$ cat src/rtl/player_status_manager.sv
// rtl/player_status_manager.sv - per-frame player state from pixel-rate collision strobes
// Optional boost feature: define PLAYER_STATUS_BOOST_EN to build the boots flag and boost timer.
module player_status_manager #(
   parameter int INIT_LIVES    = 3,
   parameter int MAX_LIVES     = 5,
   parameter int INVULN_FRAMES = 60,
   parameter int BOOST_FRAMES  = 150,
   parameter int INIT_BOMBS    = 1,
   parameter int MAX_BOMBS     = 4
) (
   input  logic       clk,
   input  logic       reset,
   input  logic       startOfFrame,
   input  logic       decrease_life,
   input  logic       life_collected,
   input  logic       boots_collected,
   input  logic       addBomb_collected,
   input  logic       bomb_placed,
   input  logic       bomb_returned,
   output logic [2:0] lives,
   output logic       game_over,
   output logic       invulnerable,
   output logic       speed_boost,
   output logic [2:0] bomb_capacity,
   output logic [2:0] bombs_in_use,
   output logic       can_place_bomb,
   output logic       life_lost_pulse
);

   localparam int IW = (INVULN_FRAMES > 1) ? $clog2(INVULN_FRAMES) : 1;
   localparam logic [2:0]    INIT_L   = 3'(INIT_LIVES);
   localparam logic [2:0]    MAX_L    = 3'(MAX_LIVES);
   localparam logic [2:0]    INIT_B   = 3'(INIT_BOMBS);
   localparam logic [2:0]    MAX_B    = 3'(MAX_BOMBS);
   localparam logic [IW-1:0] INV_LAST = IW'(INVULN_FRAMES - 1);

   typedef enum logic [1:0] {ALIVE, HIT, DEAD} state_t;

   state_t        state;
   logic [IW-1:0] invuln_cnt;
   logic          pend_hit;
   logic          pend_life;
   logic          pend_bomb;
   logic [2:0]    lives_up;
   logic          frame_apply;
   logic          place_ok;
   logic          ret_ok;

   // Frame-gated updates only happen while the player is still in the game
   always_comb begin
      frame_apply = startOfFrame && (state != DEAD);
      lives_up    = (pend_life && (lives < MAX_L)) ? lives + 3'd1 : lives;
   end

   // Bomb legality is evaluated from registered state every cycle
   always_comb begin
      can_place_bomb = !game_over && (bombs_in_use < bomb_capacity);
      place_ok       = bomb_placed && can_place_bomb;
      ret_ok         = bomb_returned && (bombs_in_use != 3'd0);
   end

   // Pending flags: strobes accumulate until the apply cycle; a strobe on the apply cycle seeds the next frame
   always_ff @(posedge clk) begin
      if (reset) begin
         pend_hit  <= 1'b0;
         pend_life <= 1'b0;
         pend_bomb <= 1'b0;
      end else if (startOfFrame) begin
         pend_hit  <= decrease_life;
         pend_life <= life_collected;
         pend_bomb <= addBomb_collected;
      end else begin
         pend_hit  <= pend_hit  | decrease_life;
         pend_life <= pend_life | life_collected;
         pend_bomb <= pend_bomb | addBomb_collected;
      end
   end

   // Lives FSM: pickup is applied before the hit so a full-health pickup+hit still costs a life
   always_ff @(posedge clk) begin
      if (reset) begin
         state           <= ALIVE;
         lives           <= INIT_L;
         game_over       <= 1'b0;
         invulnerable    <= 1'b0;
         invuln_cnt      <= '0;
         life_lost_pulse <= 1'b0;
      end else begin
         life_lost_pulse <= 1'b0;
         if (frame_apply) begin
            lives <= lives_up;
            case (state)
               ALIVE: begin
                  if (pend_hit) begin
                     life_lost_pulse <= 1'b1;
                     lives           <= lives_up - 3'd1;
                     if (lives_up == 3'd1) begin
                        state     <= DEAD;
                        game_over <= 1'b1;
                     end else begin
                        state        <= HIT;
                        invulnerable <= 1'b1;
                        invuln_cnt   <= INV_LAST;
                     end
                  end
               end
               HIT: begin
                  if (invuln_cnt == '0) begin
                     state        <= ALIVE;
                     invulnerable <= 1'b0;
                  end else begin
                     invuln_cnt <= invuln_cnt - IW'(1);
                  end
               end
               default: ;
            endcase
         end
      end
   end

   // Bomb capacity grows per frame; in-use count tracks placements and returns every cycle
   always_ff @(posedge clk) begin
      if (reset) begin
         bomb_capacity <= INIT_B;
         bombs_in_use  <= 3'd0;
      end else if (state != DEAD) begin
         if (frame_apply && pend_bomb && (bomb_capacity < MAX_B))
            bomb_capacity <= bomb_capacity + 3'd1;
         if (place_ok && !ret_ok)
            bombs_in_use <= bombs_in_use + 3'd1;
         else if (ret_ok && !place_ok)
            bombs_in_use <= bombs_in_use - 3'd1;
      end
   end

`ifdef PLAYER_STATUS_BOOST_EN
   localparam int BW = $clog2(BOOST_FRAMES + 1);
   localparam logic [BW-1:0] BOOST_LOAD = BW'(BOOST_FRAMES);

   logic          pend_boots;
   logic [BW-1:0] boost_cnt;

   // Boost timer: a pickup reloads rather than accumulates; speed_boost mirrors the next timer value
   always_ff @(posedge clk) begin
      if (reset) begin
         pend_boots  <= 1'b0;
         boost_cnt   <= '0;
         speed_boost <= 1'b0;
      end else begin
         pend_boots <= startOfFrame ? boots_collected : (pend_boots | boots_collected);
         if (frame_apply) begin
            if (pend_boots) begin
               boost_cnt   <= BOOST_LOAD;
               speed_boost <= 1'b1;
            end else if (boost_cnt != '0) begin
               boost_cnt   <= boost_cnt - BW'(1);
               speed_boost <= (boost_cnt != BW'(1));
            end
         end
      end
   end
`else
   logic unused_boots;
   assign unused_boots = boots_collected;
   assign speed_boost  = 1'b0;
`endif

endmodule
$ cat config.mk
export PLATFORM = sky130hd
export DESIGN_NAME = player_status_manager
export DESIGN_NICKNAME = d
export VERILOG_FILES = /design/src/rtl/player_status_manager.sv
export SDC_FILE = /design/constraint.sdc
export NUM_CORES = 1
export LEC_CHECK = 0
export CORE_ASPECT_RATIO = 1.2
export CORE_MARGIN = 8
export CORE_UTILIZATION = 51
export DETAILED_ROUTE_END_ITERATION = 10
export PLACE_DENSITY = 0.77
export SYNTH_ARGS = -nofsm -noshare
export SYNTH_HDL_FRONTEND = slang
export SYNTH_SLANG_ARGS = --single-unit
$ cat constraint.sdc
create_clock -name clk -period 2.47 [get_ports clk]
set_input_delay 0.494 -clock clk [delete_from_list [all_inputs] [get_ports clk]]
set_output_delay 0.494 -clock clk [all_outputs]
set_load 0.03 [all_outputs]
Yosys cells after proc, flatten, opt, wreduce, memory -nomap -nowiden
Cells that the tools add are included.

Add/sub/neg operators: 6. Magnitude comparators: 3. Equality and inequality tests: 7. Multiplexer cells: 21. Bitwise operators: 5. Reduce and logical (&&, ||, !) cells: 24.

Operator list (number): 6-bit 2-to-1 mux (3); 3-bit 2-to-1 mux (5); 6-bit case mux with 2 select lines (1); 2-bit inequality test (second input constant) (5); 5-bit AND reduction (2); 3-bit by 1-bit adder with 3-bit output (second input constant) (3); 1-bit logical AND (9); 4-bit AND reduction (2); 1-bit 2-to-1 mux (7); 6-bit logical NOT (1); 3-bit < comparator (second input constant) (2); 2-bit 2-to-1 mux (3); 3-bit by 1-bit subtractor with 3-bit output (second input constant) (2); 6-bit by 1-bit subtractor with 6-bit output (second input constant) (1); 2-bit case mux with 2 select lines (1); 2-bit AND reduction (2); 2-bit nonzero test (2); 3-bit by 1-bit == test with 1-bit output (second input constant) (1); 1-bit logical NOT (3); 3-bit < comparator (1); 1-bit OR (3); 3-bit nonzero test (1); 3-bit OR reduction (1); 2-bit by 1-bit == test with 1-bit output (second input constant) (1); other kinds (3) (4).

Bits in registers: 23. Input bits: 9. Output and inout port bits: 14. Logic and storage cells: 77.

Logic depth before layout (Yosys ltp)
Gate-level depths: netlist of the first run.

Depth after elaboration: 7. Gate-level depth with buffers: 12. Gate-level depth less buffers: 12.

Least setup slack after synthesis of the first run
OpenSTA, ideal clock, no wires.

Path type: reg-to-reg. Start: register bomb_capacity[1]. End: register bombs_in_use[2]. Setup time: 0.128 ns. Arrival: 3.077 ns. Data required time: 2.342 ns. Slack: -0.734 ns. Cell stages (with the launch flop): 13. Buffers on the path: 0. Clock period less this slack: 3.204 ns. Cell sequence: dfxtp_1 inv_1 ha_1 a21o_1 a211oi_1 and2_1 ha_1 inv_1 fa_1 xnor2_1 nand2_1 xor2_1 nor2_1.

Longest elaborated chain between the ends: 7. Elaborated cells on any way between the ends: 9. Those cells by class: 1 x order compare; 1 x mux; 7 x reduce/logical.

RTL lines: from (decl) (RTL line 24) `output logic [2:0] bomb_capacity,`; from (signal assigned) (RTL line 128) `bomb_capacity <= bomb_capacity + 3'd1;`; 3-bit < comparator (*) (RTL line 57) `can_place_bomb = !game_over && (bombs_in_use < bomb_capacity);`; 1-bit logical AND (*) (RTL line 57); named net can_place_bomb (RTL line 26) `output logic can_place_bomb,`; 1-bit logical AND (*) (RTL line 58) `place_ok = bomb_placed && can_place_bomb;`; 1-bit logical NOT (RTL line 131) `else if (ret_ok && !place_ok)`; 1-bit logical AND (RTL line 131); 2-bit nonzero test (no line); 2-bit AND reduction (no line); to (signal assigned) (RTL line 130) `bombs_in_use <= bombs_in_use + 3'd1;`; to (signal assigned) (RTL line 132) `bombs_in_use <= bombs_in_use - 3'd1;`; to (decl) (RTL line 25) `output logic [2:0] bombs_in_use,`.

Mark *: on every way through the listed nets, which the timed path passes. The rest lies on a longest branch. A chain may end at the register's enable or synchronous reset.

Worst setup path after layout of the first run
Start: register pend_life. End: register invuln_cnt[5].

Longest elaborated chain between the ends: 5.

RTL lines: from (decl) (RTL line 42) `logic pend_life;`; from (signal assigned) (RTL line 70) `pend_life <= life_collected;`; from (signal assigned) (RTL line 74) `pend_life <= pend_life | life_collected;`; 1-bit logical AND (RTL line 52) `lives_up = (pend_life && (lives < MAX_L)) ? lives + 3'd1 : lives;`; 3-bit 2-to-1 mux (RTL line 52); 3-bit by 1-bit == test with 1-bit output (RTL line 97) `if (lives_up == 3'd1) begin`; 2-bit inequality test (no line); 5-bit AND reduction (no line); to (signal assigned) (RTL line 112) `invuln_cnt <= invuln_cnt - IW'(1);`; to (decl) (RTL line 40) `logic [IW-1:0] invuln_cnt;`.

No other way between the ends.

==> impl_metrics.ini, run 1 <==
[run_status]
outcome = finished clean

[timing]
skew_ns = 0.0122
finalMaxSlewViolations = 0
hold_viol = 0
fin_crit_ns = 2.36
layout_setup_ws_ns = 0.106
setup_viol = 0
fmaxAchievable_ghz = 0.423
holdWs_ns = 0.518
period_share_pct = 95.7

[setup_path]
critical_path.slowest_cell = dfxtp_1
crit_chain = inv_1 -> a211oi_1 -> a21oi_2 -> inv_1 -> ha_1 -> nand3_1 -> o221ai_1 -> o21ai_0 -> a21bo_2 -> a31oi_1
critPathMaxFanout = 7
max_stage_delay_ns = 0.47
worstPathRequired_ns = 2.71
r2r_slack_ns = 0.11
end_kind = flop
worstReg2RegStart = pend_life$_SDFF_PP0_
critPathKind = flop to flop
cp-start-kind = flop
path_common_cell = inv_1
critPathLaunch = pend_life$_SDFF_PP0_
crit_arrival_ns = 2.61

[clocking]
hold_buffers = 0
cts-root-buf = clkbuf_4
clkTransAtPathRegs_ns = 0.13
h-tree-depth = 1
cts.sinks = 23
cts_made_buffers = 3
cts_tree = yes
clock_latency_ns = 0.31
clk_path_buf_depth = 2

[drt]
first_pass_iters = 4
final_antenna_net_count = 0
drc = 0
first_iter_violations = 31
vias = 1168
wl_mm = 3.01
post_drt_via_cell_ratio = 5.67
wl_per_cell_um = 14.6

[placement]
io_buffers = 20
gp_congestion = 0.877
place_hpwl_mm = 2.31
placed_cell_area_mm2 = 0.00159
post-place-ws_ns = 0.167

[grt]
grt_pass1_wl_mm = 4.85
grt_overflow = 0
antenna_found_initial = 0
grt_max_degree = 16
grt_pass1_vias = 1123
grt_usage_pct = 13.9

[finish]
syn_to_final_growth_pct = 26.2
fin_nets = 193
final_cell_mix = 19 x dfxtp_1, 19 x clkdlybuf4s50_1, 14 x nor2_1
design_area_mm2 = 0.00162
antenna_cells = 0
drive_above_1_share_pct = 14.5

[yosys]
synth_top_area_share_pct = 35.9
ys_seq_elements = 23
yosys.area.top_type = dfxtp_1
synth_edf_count = 0
ys_top_cells_by_area = dfxtp_1 36%, ha_1 8.8%, a21oi_1 4.7%
synthesis.nets = 166
yosys_most_used_dff = dfxtp_1
ys_seq_area_share_pct = 35.9
async_flop_share_pct = 0
avgSynthCellArea_um2 = 8.72
synth_warnings = 0
syn_area_mm2 = 0.00128
yosysUniqueCellTypes = 41
postSynthCellCount = 147

[pwr]
irDropWorstVdd_mv = 0.538
p_total_w = 0.00124
pwr_density_cell_mw_per_mm2 = 767
p_leak_nw = 0.617

[worst_hold_path]
hp-start = invuln_cnt[4]$_SDFFE_PP0P_
hp-class = flop to flop

[run]
maxCapViolations = 0

[die]
core_mm2 = 0.00245
dieArea_mm2 = 0.00438
num_rows = 20
io_pins = 23
die_width_um = 61.8
initial_utilization_pct = 52.3
die_height_um = 70.9
worst max-delay path, delay by kind of cell (launching register included):
kind | cells | cell delay, ns
AOI/OAI and AO/OA | 6 | 1.42
adders and majority gates | 1 | 0.16
buffers and inverters | 2 | 0.14
DFF | 1 | 0.47
and+or+nand+nor | 1 | 0.12
cells by family (layout without fill, tap and decap cells):
group,after synthesis,in the layout,share of synthesized area [%]
simple gates,48,48,18.8
compound gates,39,39,22.5
flops,23,23,35.9
buf+inv,16,42,4.98
fa+ha+maj,10,10,10.3
xor+xnor,7,7,4.78
mux,3,3,2.34
other cells,1,1,0.292
routing by layer:
layer / track usage [%] / vias up / wire length (um)
met1: 16.1 / 555 / 1290
met3: 2.90 / 6 / 100
met5: 0 / - / 0
li1: - / 578 / -
met4: 4.31 / 0 / 46
met2: 23.9 / 29 / 1570
synthesized netlist by cell type, types with 2 or more instances:
master	instances
nand3_1	8
xor2_1	3
inv_1	13
nor3_1	6
clkbuf_1	2
nand2b_1	4
a31oi_1	2
dfxtp_1	23
mux2i_1	3
a21oi_1	12
ha_1	9
a21o_1	3
a211oi_1	7
xnor2_1	4
nor2_1	14
nand2_1	7
o21ai_0	3
where the power goes:
part | switching (W) | internal, W
Clock | 0.000113 | 0.0000604
Sequential | 0.0000619 | 0.000423
Combinational | 0.000313 | 0.000271
Total | 0.000488 | 0.000754
worst paths after layout:
kind,to,cells past startpoint
worst max-delay path,invuln_cnt[5]$_SDFFE_PP0P_,10
worst min register to register,invuln_cnt[4]$_SDFFE_PP0P_,2
worst min-delay path,invuln_cnt[4]$_SDFFE_PP0P_,2
worst max register to register,invuln_cnt[5]$_SDFFE_PP0P_,10
repair_timing:
action                                 CTS  global route
gates resized for setup                  1             1
endpoints found under the hold margin    0             0
buffers inserted                         0             0
setup endpoints to repair                1             1
registers in the layout, summed over array words and instances, names as in the netlist:
name / cells
game_over: 1
invuln_cnt: 6
pend_bomb: 1
state: 2
pend_life: 1
life_lost_pulse: 1
pend_hit: 1
lives: 3
bomb_capacity: 3
bombs_in_use: 3
invulnerable: 1
cell type report:
class | count | area, um2
timing repair buffer | 25 | 236
fill | 225 | 833
clock inverter | 1 | 5.00
tap | 33 | 41.3
multi-input combinational | 108 | 792
inverter | 13 | 48.8
sequential | 23 | 473
clock buffer | 3 | 22.5
stage by stage:
step / TNS (ns) / util [%] / instances
after CTS: 0 / 65.9 / 206
after global routing: -0.0116 / 66.0 / 206
after global placement: 0 / 64.8 / 202
after floorplan: -0.0303 / - / 147
after detailed placement: 0 / 64.8 / 202
final: 0 / 66.0 / 206
Power figures use the tool's default switching activity.
==> run 2, diff against run 1 <==
--- a/config.mk
+++ b/config.mk
@@ -5,11 +5,12 @@
 export SDC_FILE = /design/constraint.sdc
 export NUM_CORES = 1
 export LEC_CHECK = 0
+export ABC_AREA = 1
 export CORE_ASPECT_RATIO = 1.2
 export CORE_MARGIN = 8
-export CORE_UTILIZATION = 51
+export CORE_UTILIZATION = 52
 export DETAILED_ROUTE_END_ITERATION = 10
-export PLACE_DENSITY = 0.77
+export PLACE_DENSITY = 0.78
 export SYNTH_ARGS = -nofsm -noshare
 export SYNTH_HDL_FRONTEND = slang
 export SYNTH_SLANG_ARGS = --single-unit
==> run 2 against run 1 <==
Compared with the run above: total power grew 12%; final area rose by 3.8%; utilization grew 1.8 points; routed wire length is 2.0% higher; sequential power grew 0.8%; global-route usage is 0.12 points higher; largest cell class unchanged; count of clock-buffer cells in the layout unchanged; highest routed layer unchanged.
==> impl_metrics.ini, run 2 <==
[run_status]
outcome = finished clean

[finish]
layout_commonest_cell = nand2_1
largest_reg_flops = 6
drive_above_1_share_pct = 21.6
syn_to_final_growth_pct = 26.6
stdcell_count = 232
final_cell_mix = 30 x nand2_1, 19 x dfxtp_1, 19 x clkdlybuf4s50_1
antenna_cells = 0
design_area_mm2 = 0.00168
fin_nets = 219
fillers = 199
top_register = invuln_cnt

[drt]
post_drt_via_cell_ratio = 5.33
wl_per_cell_um = 13.2
final_antenna_net_count = 0
vias = 1237
drc = 0
first_pass_iters = 4
wl_mm = 3.07
first_iter_violations = 24

[worst_hold_path]
hp-class = flop to flop

[pwr]
p_leak_nw = 0.668
irDropWorstVdd_mv = 0.495
pwr_density_cell_mw_per_mm2 = 825

[die]
die_height_um = 71.4
dieArea_mm2 = 0.00443
initial_utilization_pct = 53.6
core_mm2 = 0.00248
die_width_um = 62.1
num_rows = 20
io_pins = 23

[placement]
io_buffers = 20
gp_congestion = 0.792
placed_cell_area_mm2 = 0.00163
placed_cells = 226
place_hpwl_mm = 2.40

[setup_path]
r2r_end = bombs_in_use[2]$_SDFFE_PP0P_
path_buf_inv = 2
reg2regPathDepth = 13
crit_family = adder cells
critical_path.slowest_cell = dfxtp_4
critPathMaxFanout = 3
cp.depth = 13
max_stage_delay_ns = 0.38
crit_chain = inv_4 -> ha_4 -> nand2_2 -> a21oi_2 -> a2111oi_4 -> and2_1 -> ha_2 -> inv_2 -> fa_2 -> or2_4 -> a21oi_4 -> o21ai_1 -> a21oi_1
critPathLaunch = bomb_capacity[2]$_SDFFE_PP0P_
timing.critical_path.to = bombs_in_use[2]$_SDFFE_PP0P_
worstPathRequired_ns = 2.72
r2r_slack_ns = 0.07
end_kind = flop
cp-start-kind = flop
crit_arrival_ns = 2.65
critPathKind = flop to flop
worstReg2RegStart = bomb_capacity[2]$_SDFFE_PP0P_

[timing]
relSlewSlack_pct = 62.3
skew_ns = 0.00539
period_share_pct = 97.0
finalMaxSlewViolations = 0
grt_setup_unrepaired = yes
hold_viol = 0
setup_viol = 0
worst_pin_slew_ns = 0.566
fin_crit_ns = 2.40
fmaxAchievable_ghz = 0.417

[clocking]
cts_made_buffers = 3
cts-root-buf = clkbuf_4
clock_latency_ns = 0.31
hold_buffers = 0
cts.sinks = 23
cts_tree = yes
h-tree-depth = 1
clkTransAtPathRegs_ns = 0.13
clk_path_buf_depth = 2

[grt]
antenna_found_initial = 0
grt_usage_pct = 14.0
grt_max_degree = 18
grt_pass1_wl_mm = 5.27
grt_overflow = 0
grt_pass1_vias = 1251

[run]
maxCapViolations = 0

[yosys]
async_flop_share_pct = 0
yosys_most_used_dff = dfxtp_1
syn_area_mm2 = 0.00133
ys_top_cells_by_area = dfxtp_1 35%, nand2_1 8.8%, ha_1 8.5%
synth_top_area_share_pct = 34.7
avgSynthCellArea_um2 = 7.54
ys_seq_elements = 23
yosysUniqueCellTypes = 32
synth.top_cells.by_count = 31 x nand2_1, 23 x dfxtp_1, 20 x a21oi_1, 17 x inv_1, 13 x nor2_1
postSynthCellCount = 176
synthesis.nets = 195
ys_seq_area_share_pct = 34.7
yosys.area.top_type = dfxtp_1
synth_warnings = 0
synth_most_common_cell = nand2_1
synth_edf_count = 0
run 2: cell count changes after synthesis, moves of 5 or more:
cell	delta
nand4_1	+9
inv_2	+5
a21oi_1	+8
a211oi_1	-7
o21ai_0	+5
nand2_1	+24
nor3_1	-5
run 2: metal layers:
layer,GRT usage (%),routed length (um),up-vias,part of all wire (%)
met3,3.43,131,4,4.3
met4,5.45,43,0,1.4
met1,13.5,1280,576,42
li1,-,-,629,-
met2,27.4,1610,28,52
met5,0,0,-,0
run 2: worst min-delay path by stage:
stage                                         start                       endpoint  slack [ns]  cells past startpoint
after floorplan                pend_bomb$_SDFF_PP0_  bomb_capacity[2]$_SDFFE_PP0P_        0.46                      2
after global placement    invulnerable$_SDFFE_PP0P_      invulnerable$_SDFFE_PP0P_        0.45                      2
after detailed placement  invulnerable$_SDFFE_PP0P_      invulnerable$_SDFFE_PP0P_        0.45                      2
after CTS                 invulnerable$_SDFFE_PP0P_      invulnerable$_SDFFE_PP0P_        0.47                      2
after global routing      invulnerable$_SDFFE_PP0P_      invulnerable$_SDFFE_PP0P_        0.51                      2
final                     invulnerable$_SDFFE_PP0P_      invulnerable$_SDFFE_PP0P_        0.47                      2
run 2: cells by family (layout without fill, tap and decap cells):
family	Yosys count	in the layout	share of synthesized area, %
buffers and inverters	26	49	7.92
DFF	23	23	34.7
AOI/OAI and AO/OA	37	37	16.0
adders and majority gates	10	10	9.99
xor gates and xnor gates	3	3	1.98
other	1	1	0.282
and+or+nand+nor	76	76	29.1
run 2: timing repair:
action                                  in CTS  in global routing
endpoints found under the setup margin       1                  1
resized for setup                            1                  2
pin swaps                                    0                  5
setup buffers                                0                  2
run 2: metrics by stage:
| stage | util, % | hold WS, ns | power (W) | TNS, ns | setup WS [ns] |
|---|---|---|---|---|---|
| 3_5_place_dp | 65.9 | 0.455 | 0.00118 | 0 | 0.0809 |
| 6_report | 67.8 | 0.472 | 0.00139 | 0 | 0.0737 |
| 2_1_floorplan | - | 0.460 | 0.000989 | -0.132 | -0.132 |
| 5_1_grt | 67.8 | 0.510 | 0.00148 | -0.0617 | -0.0617 |
| 4_1_cts | 67.0 | 0.474 | 0.00134 | 0 | 0.0544 |
| 3_3_place_gp | 65.9 | 0.446 | 0.00114 | 0 | 0.156 |
run 2: power by group:
part | internal (W) | switching [W] | leakage, nW | total [W]
Combinational | 0.000327 | 0.000393 | 0.458 | 0.000720
Clock | 0.0000605 | 0.000116 | 0.0177 | 0.000177
Sequential | 0.000426 | 0.0000636 | 0.192 | 0.000489
run 2: final cells by class:
cell class	instances	area [um2]	share of cell area, %
clock buffer	3	22.5	1.34
sequential	23	475	28.3
clock inverter	1	5.00	0.298
inverter	22	85.1	5.06
timing repair buffer	23	220	13.1
multi-input combinational	127	831	49.4
tap	33	41.3	2.46
run 2: tightest hold or removal path, delay by kind of cell, from the launching register on:
kind / cells / cell delay [ns]
flip-flops: 1 / 0.34
buffers and inverters: 1 / 0.05
AO/OA/AOI/OAI: 1 / 0.05
==> run 3, diff against run 2 <==
--- a/config.mk
+++ b/config.mk
@@ -11,6 +11,7 @@
 export CORE_UTILIZATION = 52
 export DETAILED_ROUTE_END_ITERATION = 10
 export PLACE_DENSITY = 0.78
+export SLEW_MARGIN = 40
 export SYNTH_ARGS = -nofsm -noshare
 export SYNTH_HDL_FRONTEND = slang
 export SYNTH_SLANG_ARGS = --single-unit
==> results of run 3 <==
No change in the layout: final DEF, timing and power equal those of run 2.
